--- config.mk ---
export PLATFORM = sky130hd
export DESIGN_NAME = priority_request_encoder
export DESIGN_NICKNAME = d
export VERILOG_FILES = /design/src/rtl/encoder_pkg.sv /design/src/rtl/priority_select.sv /design/src/rtl/priority_request_encoder.sv
export SDC_FILE = /design/constraint.sdc
export NUM_CORES = 1
export LEC_CHECK = 0
export CAP_MARGIN = 10
export CELL_PAD_IN_SITES_DETAIL_PLACEMENT = 1
export CELL_PAD_IN_SITES_GLOBAL_PLACEMENT = 2
export CORE_AREA = 5 5 83 55
export CTS_CLUSTER_SIZE = 12
export DETAILED_ROUTE_END_ITERATION = 7
export DIE_AREA = 0 0 88 60
export PLACE_DENSITY_LB_ADDON = 0.1
export SETUP_SLACK_MARGIN = 0.1
export SLEW_MARGIN = 25
export SYNTH_ARGS = -nofsm -noshare
export SYNTH_HDL_FRONTEND = slang
export SYNTH_SLANG_ARGS = --single-unit
--- constraint.sdc ---
create_clock -name clk -period 3.9 [get_ports clk]
set_input_delay 0.78 -clock clk [delete_from_list [all_inputs] [get_ports clk]]
set_output_delay 0.78 -clock clk [all_outputs]
set_load 0.02 [all_outputs]
--- src/rtl/encoder_pkg.sv ---
// Shared definitions for the priority request encoder.
//   state_t : presentation FSM states
//     IDLE    - nothing presented; a winner is loaded when one is eligible
//     PRESENT - an index is held on data_out until the consumer acks it
package encoder_pkg;

    typedef enum logic {
        IDLE    = 1'b0,
        PRESENT = 1'b1
    } state_t;

endpackage : encoder_pkg

--- src/rtl/priority_select.sv ---
// Fixed-priority selector.
// This module is purely combinational. It picks one set bit of a request vector
// and returns that bit's binary index.
//   Parameters:
//     WIDTH      - number of request bits (>= 2)
//     HIGH_FIRST - 1: the greatest set index wins; 0: the least set index wins
//   Ports:
//     req   (in,  WIDTH)     - request vector
//     index (out, OUT_WIDTH) - index of the winning bit (0 when nothing is set)
//     any   (out, 1)         - at least one request bit is set
module priority_select #(
    parameter int WIDTH      = 8,
    parameter bit HIGH_FIRST = 1'b1,
    localparam int OUT_WIDTH = $clog2(WIDTH)
) (
    input  logic [WIDTH-1:0]     req,
    output logic [OUT_WIDTH-1:0] index,
    output logic                 any
);

    // The scan runs toward the winning end. The last match overwrites earlier
    // matches, so it is the one that survives. Only indices below WIDTH are
    // visited, so an out-of-range code cannot appear, even for widths that
    // are not a power of two.
    always_comb begin
        index = '0;
        any   = 1'b0;
        if (HIGH_FIRST) begin
            for (int i = 0; i < WIDTH; i++) begin
                if (req[i]) begin
                    index = OUT_WIDTH'(i);
                    any   = 1'b1;
                end
            end
        end else begin
            for (int i = WIDTH - 1; i >= 0; i--) begin
                if (req[i]) begin
                    index = OUT_WIDTH'(i);
                    any   = 1'b1;
                end
            end
        end
    end

endmodule : priority_select

--- src/rtl/priority_request_encoder.sv ---
// Registered priority request encoder.
// Request lines are latched into sticky pending flags. The flags are masked per
// channel, and one winner is presented under a valid/ack handshake.
//   Parameters:
//     WIDTH      - number of request channels (>= 2; need not be a power of two)
//     HIGH_FIRST - 1: the highest index wins; 0: the lowest index wins
//   Ports:
//     clk           (in)             - system clock, rising edge
//     reset         (in)             - synchronous, active-high reset
//     data_in       (in,  WIDTH)     - request lines, sampled every cycle
//     mask          (in,  WIDTH)     - 1 = channel eligible for selection
//     ack           (in)             - consumer accepts the presented index
//     valid         (out)            - data_out holds a presented request
//     data_out      (out, OUT_WIDTH) - binary index of the presented channel
//     pending       (out, WIDTH)     - sticky request flags
//     pending_count (out, CNT_WIDTH) - population count of pending
module priority_request_encoder
    import encoder_pkg::*;
#(
    parameter int WIDTH      = 8,
    parameter bit HIGH_FIRST = 1'b1,
    localparam int OUT_WIDTH = $clog2(WIDTH),
    localparam int CNT_WIDTH = $clog2(WIDTH + 1)
) (
    input  logic                 clk,
    input  logic                 reset,
    input  logic [WIDTH-1:0]     data_in,
    input  logic [WIDTH-1:0]     mask,
    input  logic                 ack,
    output logic                 valid,
    output logic [OUT_WIDTH-1:0] data_out,
    output logic [WIDTH-1:0]     pending,
    output logic [CNT_WIDTH-1:0] pending_count
);

    state_t               r_state;
    state_t               w_state_next;
    logic                 r_valid;
    logic                 w_valid_next;
    logic [OUT_WIDTH-1:0] r_data_out;
    logic [OUT_WIDTH-1:0] w_data_out_next;
    logic [WIDTH-1:0]     r_pending;
    logic [WIDTH-1:0]     w_clr;
    logic [WIDTH-1:0]     w_eligible;
    logic [OUT_WIDTH-1:0] w_win_index;
    logic                 w_win_any;
    logic [CNT_WIDTH-1:0] w_count;

    assign w_eligible = r_pending & mask;

    priority_select #(
        .WIDTH      (WIDTH),
        .HIGH_FIRST (HIGH_FIRST)
    ) u_select (
        .req   (w_eligible),
        .index (w_win_index),
        .any   (w_win_any)
    );

    // This is a one-hot clear of the presented channel. It fires only on an
    // accepted handshake. Because ack is qualified by r_valid, ack has no
    // effect while the FSM is idle.
    generate
        for (genvar gi = 0; gi < WIDTH; gi++) begin : g_clr
            assign w_clr[gi] = r_valid && ack && (r_data_out == OUT_WIDTH'(gi));
        end
    endgenerate

    // Sticky flags. The OR with data_in comes after the clear, so a request
    // that is re-asserted on its own ack cycle stays pending.
    always_ff @(posedge clk) begin
        if (reset) begin
            r_pending <= '0;
        end else begin
            r_pending <= (r_pending & ~w_clr) | data_in;
        end
    end

    always_ff @(posedge clk) begin
        if (reset) begin
            r_state    <= IDLE;
            r_valid    <= 1'b0;
            r_data_out <= '0;
        end else begin
            r_state    <= w_state_next;
            r_valid    <= w_valid_next;
            r_data_out <= w_data_out_next;
        end
    end

    // Selection looks only at the registered flags. A new request is
    // therefore presented one edge after it is latched. Leaving PRESENT through
    // IDLE creates the idle bubble after every ack.
    always_comb begin
        w_state_next    = r_state;
        w_valid_next    = r_valid;
        w_data_out_next = r_data_out;
        unique case (r_state)
            IDLE: begin
                w_valid_next = 1'b0;
                if (w_win_any) begin
                    w_state_next    = PRESENT;
                    w_valid_next    = 1'b1;
                    w_data_out_next = w_win_index;
                end
            end
            PRESENT: begin
                // The presented index stays held: a higher-priority arrival
                // does not preempt it, and it is not retracted when mask or
                // pending changes.
                if (ack) begin
                    w_state_next = IDLE;
                    w_valid_next = 1'b0;
                end
            end
            default: begin
                w_state_next = IDLE;
                w_valid_next = 1'b0;
            end
        endcase
    end

    // The count is sized for WIDTH+1 values, so the all-pending case does not wrap.
    always_comb begin
        w_count = '0;
        for (int i = 0; i < WIDTH; i++) begin
            w_count = w_count + CNT_WIDTH'(r_pending[i]);
        end
    end

    assign valid         = r_valid;
    assign data_out      = r_data_out;
    assign pending       = r_pending;
    assign pending_count = w_count;

endmodule : priority_request_encoder

==> metrics.txt <==
RSZ-0062 raised after global routing=true; nature of the critical path endpoint=primary output; ys async rst share=0; data arrival time of the worst path=3.04 ns; Max Slew Vio Count=0; critical path class=reg -> out; Syn Nets=117; P per Cell Area=401 mW/mm2; fin util=0.335; area grow syn2layout=63.1%; DRT iter0 DRCs=19; WL per Instance=14.3 um; count of port buffers added during placement=34; Main synth FF type=dfxtp_1; vias per cell=4.26; clock transition at the registers of the reported paths=0.06 ns; Placed Area=0.00122 mm2; sum of negative setup slack=0 ns; final net count=161; max_slew headroom=0.660; vias in the first global route=856; nature of the critical path startpoint=flop; Hold Slack=0.520 ns; Final min period=3.82 ns; Post-Syn Area=781 um2; DP HPWL=2170 um; gpl congestion=0.713; CTS tree=built; Leak Pwr=0.540 nW; DRC viols=0; clk root buf=clkbuf_8; final count of negative-setup-slack endpoints=0; layout cells sized above 1=0.164; area of the multi-input gates=447 um2; vias=784; CTS Hold Bufs=0; fmax=0.262 GHz; cell count after synthesis=91; first-pass GRT wire length=4220 um; Cell variety after synth=24; die width=88 um; Worst Clk Skew=0.00157 ns; sequential area share after synthesis=0.333; largest net degree at the start of global routing=14; Post-synth EDFFs=0; maxcap violations=0; maximum VDD drop=0.112 mV; fillers=459; # diodes=0; TritonCTS buffer count=3; Die H=60 um; Hold WC Path Type=reg -> reg; initial antenna violation count=0; crit share post-route=0.978; flop and latch count out of synthesis=13; FF/Latch Area=263 um2; Worst-Margin Slew=0.508 ns; Synth Area per Inst=8.58 um2; status=finished clean; router iterations before antenna repair=4; Core Region=0.00381 mm2; htree depth=1; crit-path max FO=2; cell with the most instances after synthesis=inv_1; most common library cells after synthesis=20 x inv_1, 13 x a21oi_1, 13 x dfxtp_1; top-area cell type share of the netlist area=0.333; I/O pin total=35; total wire length=2620 um; Row Count=18; Max Root-Sink Buffers=2; Detail Route Antenna Nets=0; Fin. Hold Viols=0; effective utilization at floorplan=0.205; Synth Warn #=0; Die ar.=0.00528 mm2; Data required, critical path=3.12 ns; gr ovfl total=0; overall global routing resource usage=0.109; clk sinks=13; Synth area leaders=dfxtp_1 33%, fa_1 10%, inv_1 9.6%, a21oi_1 8.3%, ha_1 4.8%; clk_lat worst skew=0.24 ns; post-route cell area=0.00127 mm2; Synth area leader=dfxtp_1
-- flip-flops by register name (all words and copies together), names as in the netlist --
register,cells
pending,8
data_out,3
r_state,1
valid,1
-- report_power, final --
| part | switching (W) | internal (W) | total (W) |
|---|---|---|---|
| clock | 0.0000509 | 0.0000722 | 0.000123 |
| sequential | 0.0000161 | 0.000147 | 0.000163 |
| combinational | 0.000115 | 0.000110 | 0.000225 |
-- per-layer routing --
| metal | wire, um | track usage | vias up |
|---|---|---|---|
| met3 | 198 | 0.0441 | 2 |
| met2 | 987 | 0.156 | 25 |
| met4 | 17 | 0.0263 | 0 |
| met1 | 1420 | 0.153 | 359 |
| met5 | 0 | 0 | - |
| li1 | - | - | 398 |
-- repair_timing --
action / 4_1_cts / 5_1_grt
gates cloned: 0 / 0
buffers inserted: 0 / 1
endpoints found under the setup margin: 4 / 3
resized for setup: 12 / 9
pin swaps: 0 / 3
-- stage by stage --
step	std cells	power, W	worst slack [ns]
2_1_floorplan	91	0.000281	0.170
3_3_place_gp	179	0.000384	-0.0279
3_5_place_dp	179	0.000391	-0.137
4_1_cts	183	0.000506	0.0528
5_1_grt	184	0.000548	0.00244
6_report	184	0.000510	0.0847
-- cell families (layout without fill, tap and decap cells) --
kind of cell               Yosys count  count (layout)  share of synthesized area
AOI/OAI and AO/OA                   29              29                      0.272
buffers and inverters               21              64                      0.101
and+or+nand+nor                     20              20                      0.131
DFF                                 13              13                      0.333
adders and majority gates            7               7                      0.151
xor gates and xnor gates             1               1                     0.0112
-- cell type report --
type	count	area share
clock buffers	4	0.0354
inverters	20	0.0589
multi-input cells	57	0.351
flip-flops and latches	13	0.206
well taps	50	0.0491
repair buffers	40	0.300
-- worst paths after layout --
check             startpoint          endpoint  slack, ns  cells past startpoint
setup / recovery  pending[3]  pending_count[1]       0.08                     10
hold / removal         valid             valid       0.52                      2
setup reg to reg  pending[3]       data_out[0]       2.52                      6
hold reg to reg        valid             valid       0.52                      2
-- worst max-delay path: stages (launching register included) --
cell and delay, ns:
dfxtp_2 0.33, inv_2 0.04, fa_1 0.56, fa_1 0.44
fa_1 0.47, inv_1 0.07, ha_2 0.18, inv_2 0.04
fa_2 0.52, inv_2 0.03, buf_6 0.12
-- cell usage in the layout (no fill, tap or decap), drive strengths merged --
cell / synthesis / routed
clkbuf: 1 / 4
dlygate4sd2: 0 / 2
a32o: 2 / 2
nor2: 5 / 5
a41oi: 1 / 1
nor3: 1 / 1
inv: 20 / 20
nand2b: 4 / 4
buf: 0 / 8
a311oi: 2 / 2
a21oi: 13 / 13
o21ai: 6 / 6
xnor2: 1 / 1
nor2b: 1 / 1
a41o: 1 / 1
nand2: 4 / 4
or3: 2 / 2
nand3: 1 / 1
nand3b: 2 / 2
a22oi: 4 / 4
dfxtp: 13 / 13
fa: 4 / 4
clkdlybuf4s50: 0 / 30
ha: 3 / 3
Power figures use the tool's default switching activity.
